<file path="src/rtl/bcd_display_scanner_if.sv">
// Channel inputs and digit-scan outputs between the measurement counters,
// the scanner and the 7-segment decoder/anode drivers.
interface bcd_display_scanner_if #(
  parameter int unsigned IN_W     = 8,
  parameter int unsigned DIGITS   = 4,
  parameter int unsigned CHANNELS = 2,
  parameter int unsigned SEL_W    = (CHANNELS > 1) ? $clog2(CHANNELS) : 1
);
  logic [CHANNELS*IN_W-1:0] value_bus;
  logic [SEL_W-1:0]         chan_sel;
  logic                     blank_lz;
  logic [3:0]               C_Digit;
  logic [DIGITS-1:0]        C_7Seg;
  logic                     frame_start;
  logic                     ovf;

  modport master (
    output value_bus, chan_sel, blank_lz,
    input  C_Digit, C_7Seg, frame_start, ovf
  );

  modport slave (
    input  value_bus, chan_sel, blank_lz,
    output C_Digit, C_7Seg, frame_start, ovf
  );
endinterface

</file>
<file path="src/rtl/bcd_display_scanner.sv">
// Latches a channel count, converts it to BCD by shift-add-3 and scans the
// digits MSB-first onto a one-hot digit enable, with saturation and blanking.
module bcd_display_scanner #(
  parameter int unsigned IN_W     = 8,
  parameter int unsigned DIGITS   = 4,
  parameter int unsigned CHANNELS = 2,
  parameter int unsigned DWELL    = 4
) (
  input  logic                  clk,
  input  logic                  rst,
  bcd_display_scanner_if.slave  bus
);
  localparam int unsigned SEL_W = (CHANNELS > 1) ? $clog2(CHANNELS) : 1;
  localparam int unsigned BW    = 4 * DIGITS;
  localparam int unsigned CW    = (IN_W > 1) ? $clog2(IN_W) : 1;
  localparam int unsigned DGW   = (DIGITS > 1) ? $clog2(DIGITS) : 1;
  localparam int unsigned DLW   = (DWELL > 1) ? $clog2(DWELL) : 1;

  function automatic longint unsigned pow10(input int unsigned n);
    longint unsigned r;
    r = 1;
    for (int unsigned i = 0; i < n; i++) r = r * 10;
    return r;
  endfunction

  localparam longint unsigned MAXV = pow10(DIGITS) - 1;

  typedef enum logic [1:0] {S_LOAD, S_CONVERT, S_SCAN} state_e;

  state_e          state_q, state_d;
  logic [IN_W-1:0] bin_q, bin_d;
  logic [BW-1:0]   bcd_q, bcd_d;
  logic [CW-1:0]   bit_q, bit_d;
  logic [DGW-1:0]  dig_q, dig_d;
  logic [DLW-1:0]  dwell_q, dwell_d;
  logic            blank_q, blank_d;
  logic            ovf_q, ovf_d;

  logic [IN_W-1:0] sel_val;
  logic [BW-1:0]   bcd_adj;
  logic [3:0]      nib;
  logic            hi_zero;

  // Out-of-range selects fall through to channel 0.
  always_comb begin
    sel_val = bus.value_bus[0 +: IN_W];
    for (int unsigned k = 1; k < CHANNELS; k++) begin
      if (bus.chan_sel == SEL_W'(k)) sel_val = bus.value_bus[k*IN_W +: IN_W];
    end
  end

  always_comb begin
    bcd_adj = bcd_q;
    for (int unsigned i = 0; i < DIGITS; i++) begin
      if (bcd_q[4*i +: 4] >= 4'd5) bcd_adj[4*i +: 4] = bcd_q[4*i +: 4] + 4'd3;
    end
  end

  always_comb begin
    state_d = state_q;
    bin_d   = bin_q;
    bcd_d   = bcd_q;
    bit_d   = bit_q;
    dig_d   = dig_q;
    dwell_d = dwell_q;
    blank_d = blank_q;
    ovf_d   = ovf_q;
    case (state_q)
      S_LOAD: begin
        if (64'(sel_val) > MAXV) begin
          bin_d = IN_W'(MAXV);
          ovf_d = 1'b1;
        end else begin
          bin_d = sel_val;
          ovf_d = 1'b0;
        end
        blank_d = bus.blank_lz;
        bcd_d   = '0;
        bit_d   = '0;
        state_d = S_CONVERT;
      end
      S_CONVERT: begin
        bcd_d = {bcd_adj[BW-2:0], bin_q[IN_W-1]};
        bin_d = bin_q << 1;
        if (bit_q == CW'(IN_W - 1)) begin
          bit_d   = '0;
          dig_d   = DGW'(DIGITS - 1);
          dwell_d = '0;
          state_d = S_SCAN;
        end else begin
          bit_d = bit_q + CW'(1);
        end
      end
      S_SCAN: begin
        if (dwell_q == DLW'(DWELL - 1)) begin
          dwell_d = '0;
          if (dig_q == '0) state_d = S_LOAD;
          else             dig_d   = dig_q - DGW'(1);
        end else begin
          dwell_d = dwell_q + DLW'(1);
        end
      end
      default: state_d = S_LOAD;
    endcase
  end

  always_ff @(posedge clk) begin
    if (rst) begin
      state_q <= S_LOAD;
      bin_q   <= '0;
      bcd_q   <= '0;
      bit_q   <= '0;
      dig_q   <= '0;
      dwell_q <= '0;
      blank_q <= 1'b0;
      ovf_q   <= 1'b0;
    end else begin
      state_q <= state_d;
      bin_q   <= bin_d;
      bcd_q   <= bcd_d;
      bit_q   <= bit_d;
      dig_q   <= dig_d;
      dwell_q <= dwell_d;
      blank_q <= blank_d;
      ovf_q   <= ovf_d;
    end
  end

  // A digit is blanked only when it and every more significant digit are zero.
  always_comb begin
    nib     = bcd_q[4*32'(dig_q) +: 4];
    hi_zero = 1'b1;
    for (int unsigned i = 0; i < DIGITS; i++) begin
      if (i > 32'(dig_q) && bcd_q[4*i +: 4] != 4'd0) hi_zero = 1'b0;
    end
    bus.C_7Seg      = '0;
    bus.C_Digit     = '0;
    bus.frame_start = (state_q == S_LOAD) && !rst;
    bus.ovf         = ovf_q;
    if (state_q == S_SCAN) begin
      bus.C_7Seg  = DIGITS'(1) << dig_q;
      bus.C_Digit = (blank_q && dig_q != '0 && nib == 4'd0 && hi_zero) ? 4'hF : nib;
    end
  end
endmodule

</file>
<file path="src/flat_wrapper.sv">
// flat-port wrapper written by rule: the top's interface ports become plain ports
module bcd_display_scanner_flat 
#(
  parameter int unsigned IN_W     = 8,
  parameter int unsigned DIGITS   = 4,
  parameter int unsigned CHANNELS = 2,
  parameter int unsigned DWELL    = 4
)
  (clk, rst, bus_value_bus, bus_chan_sel, bus_blank_lz, bus_C_Digit, bus_C_7Seg, bus_frame_start, bus_ovf);
  bcd_display_scanner_if #(.IN_W(IN_W), .DIGITS(DIGITS), .CHANNELS(CHANNELS), .SEL_W(1)) bus_i ();
  input  logic clk;
  input  logic rst;
  input wire logic [$bits(bus_i.value_bus)-1:0] bus_value_bus;
  input wire logic [$bits(bus_i.chan_sel)-1:0] bus_chan_sel;
  input wire logic [$bits(bus_i.blank_lz)-1:0] bus_blank_lz;
  output wire logic [$bits(bus_i.C_Digit)-1:0] bus_C_Digit;
  output wire logic [$bits(bus_i.C_7Seg)-1:0] bus_C_7Seg;
  output wire logic [$bits(bus_i.frame_start)-1:0] bus_frame_start;
  output wire logic [$bits(bus_i.ovf)-1:0] bus_ovf;
  assign bus_i.value_bus = bus_value_bus;
  assign bus_i.chan_sel = bus_chan_sel;
  assign bus_i.blank_lz = bus_blank_lz;
  assign bus_C_Digit = bus_i.C_Digit;
  assign bus_C_7Seg = bus_i.C_7Seg;
  assign bus_frame_start = bus_i.frame_start;
  assign bus_ovf = bus_i.ovf;
  bcd_display_scanner #(.IN_W(IN_W), .DIGITS(DIGITS), .CHANNELS(CHANNELS), .DWELL(DWELL)) u_core (.clk(clk), .rst(rst), .bus(bus_i));
endmodule
</file>
<file path="config.mk">
export PLATFORM = sky130hd
export DESIGN_NAME = bcd_display_scanner_flat
export DESIGN_NICKNAME = d
export VERILOG_FILES = /design/src/rtl/bcd_display_scanner_if.sv /design/src/rtl/bcd_display_scanner.sv /design/src/flat_wrapper.sv
export SDC_FILE = /design/constraint.sdc
export NUM_CORES = 1
export LEC_CHECK = 0
export BUFFER_PORTS_ARGS = -buffer_cell sky130_fd_sc_hd__clkbuf_2
export CORE_MARGIN = 10
export CORE_UTILIZATION = 51
export CTS_BUF_LIST = sky130_fd_sc_hd__clkbuf_8 sky130_fd_sc_hd__clkbuf_16
export DETAILED_ROUTE_END_ITERATION = 6
export PLACE_DENSITY = 0.75
export SYNTH_ARGS = -nofsm -noshare
export SYNTH_HDL_FRONTEND = slang
export SYNTH_SLANG_ARGS = --single-unit
</file>
<file path="constraint.sdc">
create_clock -name clk -period 2.08 [get_ports clk]
set_input_delay 0.208 -clock clk [delete_from_list [all_inputs] [get_ports clk]]
set_output_delay 0.208 -clock clk [all_outputs]
set_load 0.005 [all_outputs]
</file>
==> summary.txt <==
R2R Setup Slk: 0.37 ns
Post-CTS Hold Buffers: 0
GRT Util Overall: 13.2%
CTS buffer count: 5
Hold WC Path Type: input pin to register
Critical Path Fanout Max: 2
pwr dens: 486 mW/mm^2
syn nets: 278
hold path depth: 3
status: finished, violations left
crit path cell chain: inv_2 -> ha_4 -> nor3b_4 -> nor2_1 -> or4b_4 -> or4_4 -> o21ai_2 -> buf_2
Synth Flop Type: dfxtp_1
CP required: 1.87 ns
initial antenna violation count: 0
asr flop ratio synth: 0%
drt wl/cell: 14.1 microns
first drt pass iteration count: 4
Reg clk slew, reported paths: 0.07 ns
RSZ-0062 raised after global routing: yes
DIE AREA: 0.00710 sq mm
share of cells above drive strength 1: 27.0%
H-tree depth: 2
Critical Path End Type: output port
Worst-Skew Late Latency: 0.28 ns
Via density: 5.51
Avg Inst Size Synth: 8.66 sq um
CTS tree: yes
Starting Density: 52.6%
IO Pins: 30
dpl cells: 323
Final Wtd Congestion: 0.886
grt ovf: 0
Yosys Warn Count: 0
Slowest Stage Delay on Critical Path: 0.51 ns
Vias: 1829
leakage: 1.08 nW
FF-to-FF path depth: 3
Port Buffers: 28
Core Region: 0.00400 sq mm
crit path buf inv count: 2
Final Hold Vio Count: 0
NumNets Final: 317
DRC: 0
Reg2Reg Capture Point: u_core.bcd_q[12]
headroom to the max-slew limit: 27.1%
delay-heaviest family, CP: simple AND/OR/NAND/NOR gates
largest net degree at the start of global routing: 40
ANT nets after route: 0
violated checks: setup timing
Final Non-Filler Cells: 332
Final Max Slew Viols: 0
CTS Buffer Depth: 2
count of cell types in the netlist: 40
fillers: 343
DRT Wirelength: 4670 microns
crit share post-route: 116%
Data arrival, critical path: 2.21 ns
global-route wire length before repair: 7940 microns
DIE WIDTH: 84.2 microns
# rows: 23
part of the Yosys area used for sequential elements: 32.3%
max-cap violations: 0
fin crit period: 2.42 ns
Post-synth EDFFs: 0
CP Launch Type: register
hold wc startpoint: bus_blank_lz
Layout area overhead: 18.7%
setup slack after layout: -0.336 ns
CTS Sinks: 34
Max Clock Freq: 414 MHz
Worst R2R Start: u_core.state_q[0]
Die Ht: 84.2 microns
post-synthesis instance total: 243
crit path kind: register to output port
DR iter-0 viols: 112
worst vdd ir: 0.000344 V
antenna cell count: 0
synthesized area: 0.00210 sq mm
slowest stage cell on the critical path: or4b_4
vias in the first global route: 1770
PnR Total Power: 1.21 mW
Endpoint, Worst Hold: u_core.blank_q
clock skew: 0.00427 ns
Final Setup Violations: 4
WHS: 0.138 ns
post-detail-place hpwl: 3340 microns
pre-CTS setup slack: -0.0572 ns
Clock Tree Root: clkbuf_8
slew of the pin with the lowest slew margin: 1.09 ns
synthesized flop and latch total: 34
-- worst max path at each step --
| stage | start | end | slack (ns) | cells past startpoint |
|---|---|---|---|---|
| 6_report | u_core.bcd_q[13] | bus_C_Digit[1] | -0.34 | 8 |
| 3_5_place_dp | u_core.bcd_q[13] | bus_C_Digit[1] | -0.06 | 8 |
| 3_3_place_gp | u_core.bcd_q[13] | bus_C_Digit[2] | -0.02 | 8 |
| 2_1_floorplan | u_core.bcd_q[12] | bus_C_Digit[1] | 0.04 | 7 |
| 4_1_cts | u_core.bcd_q[13] | bus_C_Digit[2] | -0.35 | 8 |
| 5_1_grt | u_core.bcd_q[13] | bus_C_Digit[2] | -0.43 | 8 |
-- area by class of cell --
| type | instances | area (sq um) | share of cell area [%] |
|---|---|---|---|
| Clock buffer | 5 | 68.8 | 2.76 |
| Sequential cell | 34 | 684 | 27.4 |
| Clock inverter | 2 | 10.0 | 0.401 |
| Timing Repair Buffer | 49 | 302 | 12.1 |
| Tap cell | 50 | 62.6 | 2.51 |
| Inverter | 10 | 37.5 | 1.50 |
| Multi-Input combinational cell | 182 | 1330 | 53.4 |
-- worst min-delay path, delay by kind of cell --
| kind | cells | cell delay [ns] |
|---|---|---|
| AO/OA/AOI/OAI | 1 | 0.05 |
| AND/OR/NAND/NOR | 1 | 0.04 |
| buffers and inverters | 1 | 0.08 |
-- registers in the layout (all words and copies together), names as in the netlist --
register	count
u_core.state_q	2
u_core.bcd_q	16
u_core.dig_q	2
u_core.dwell_q	2
u_core.blank_q	1
u_core.bin_q	8
u_core.bit_q	3
-- synth_stat cells, types with 2 or more instances --
library cell	instances	share of area, %
nor2_1	39	7.0
dfxtp_1	34	32
nand2_1	22	3.9
mux2i_1	19	9.0
a22oi_1	16	5.7
ha_1	15	8.9
o21ai_0	15	3.6
clkbuf_1	11	2.0
inv_1	10	1.8
xnor2_1	7	2.9
a21oi_1	5	1.2
a21o_1	4	1.4
and2_1	4	1.2
nand2b_1	4	1.2
nor3_1	4	0.95
a32oi_1	3	1.2
mux4_2	3	3.2
buf_4	2	0.71
nand3b_1	2	0.71
nor2b_1	2	0.59
o21a_1	2	0.71
o21ai_1	2	0.48
-- cells in the final DEF, fill, tap and decap left out, drive strengths merged, types with 5 or more instances in the layout --
cell     n
nor2    39
dfxtp   34
clkbuf  29
buf     25
nand2   22
mux2i   19
o21ai   17
a22oi   16
ha      15
inv     10
xnor2    7
a21oi    5
-- power by group --
| group | switching (mW) | internal [mW] |
|---|---|---|
| Combinational | 0.0496 | 0.0413 |
| Clock | 0.225 | 0.224 |
| Sequential | 0.00854 | 0.665 |
| Total | 0.283 | 0.931 |
-- metal layers --
| metal | vias up | wire (microns) | track usage [%] |
|---|---|---|---|
| met5 | - | 0 | 0 |
| met4 | 0 | 106 | 5.63 |
| met3 | 9 | 206 | 3.96 |
| met2 | 25 | 2320 | 22.1 |
| met1 | 876 | 2040 | 15.1 |
| li1 | 919 | - | - |
-- cells by family (layout without fill, tap and decap cells) --
logic type	count (synthesis)	after routing	share of synthesized area, %
XOR/XNOR	7	7	2.91
AND/OR/NAND/NOR	84	84	18.7
flip-flops	34	34	32.3
AO/OA/AOI/OAI	51	51	16.1
buffers and inverters	27	66	6.78
adder cells (fa/ha/maj)	15	15	8.92
other	1	1	0.178
multiplexers	24	24	14.0
-- per-stage QoR --
| step | cell area (sq um) | utilization, % | setup TNS (ns) |
|---|---|---|---|
| global placement | 2360 | 59.0 | -0.0374 |
| detailed placement | 2360 | 59.0 | -0.111 |
| finish | 2500 | 62.4 | -1.29 |
| floorplan | 2120 | - | 0 |
| CTS | 2480 | 62.0 | -1.25 |
| global route | 2500 | 62.4 | -1.67 |
-- repair_timing --
item	CTS	global route
buffers inserted	2	0
endpoints found under the setup margin	4	4
resized for setup	7	7
pin swaps	2	2
Note: power is estimated with default switching activity, not from simulation.
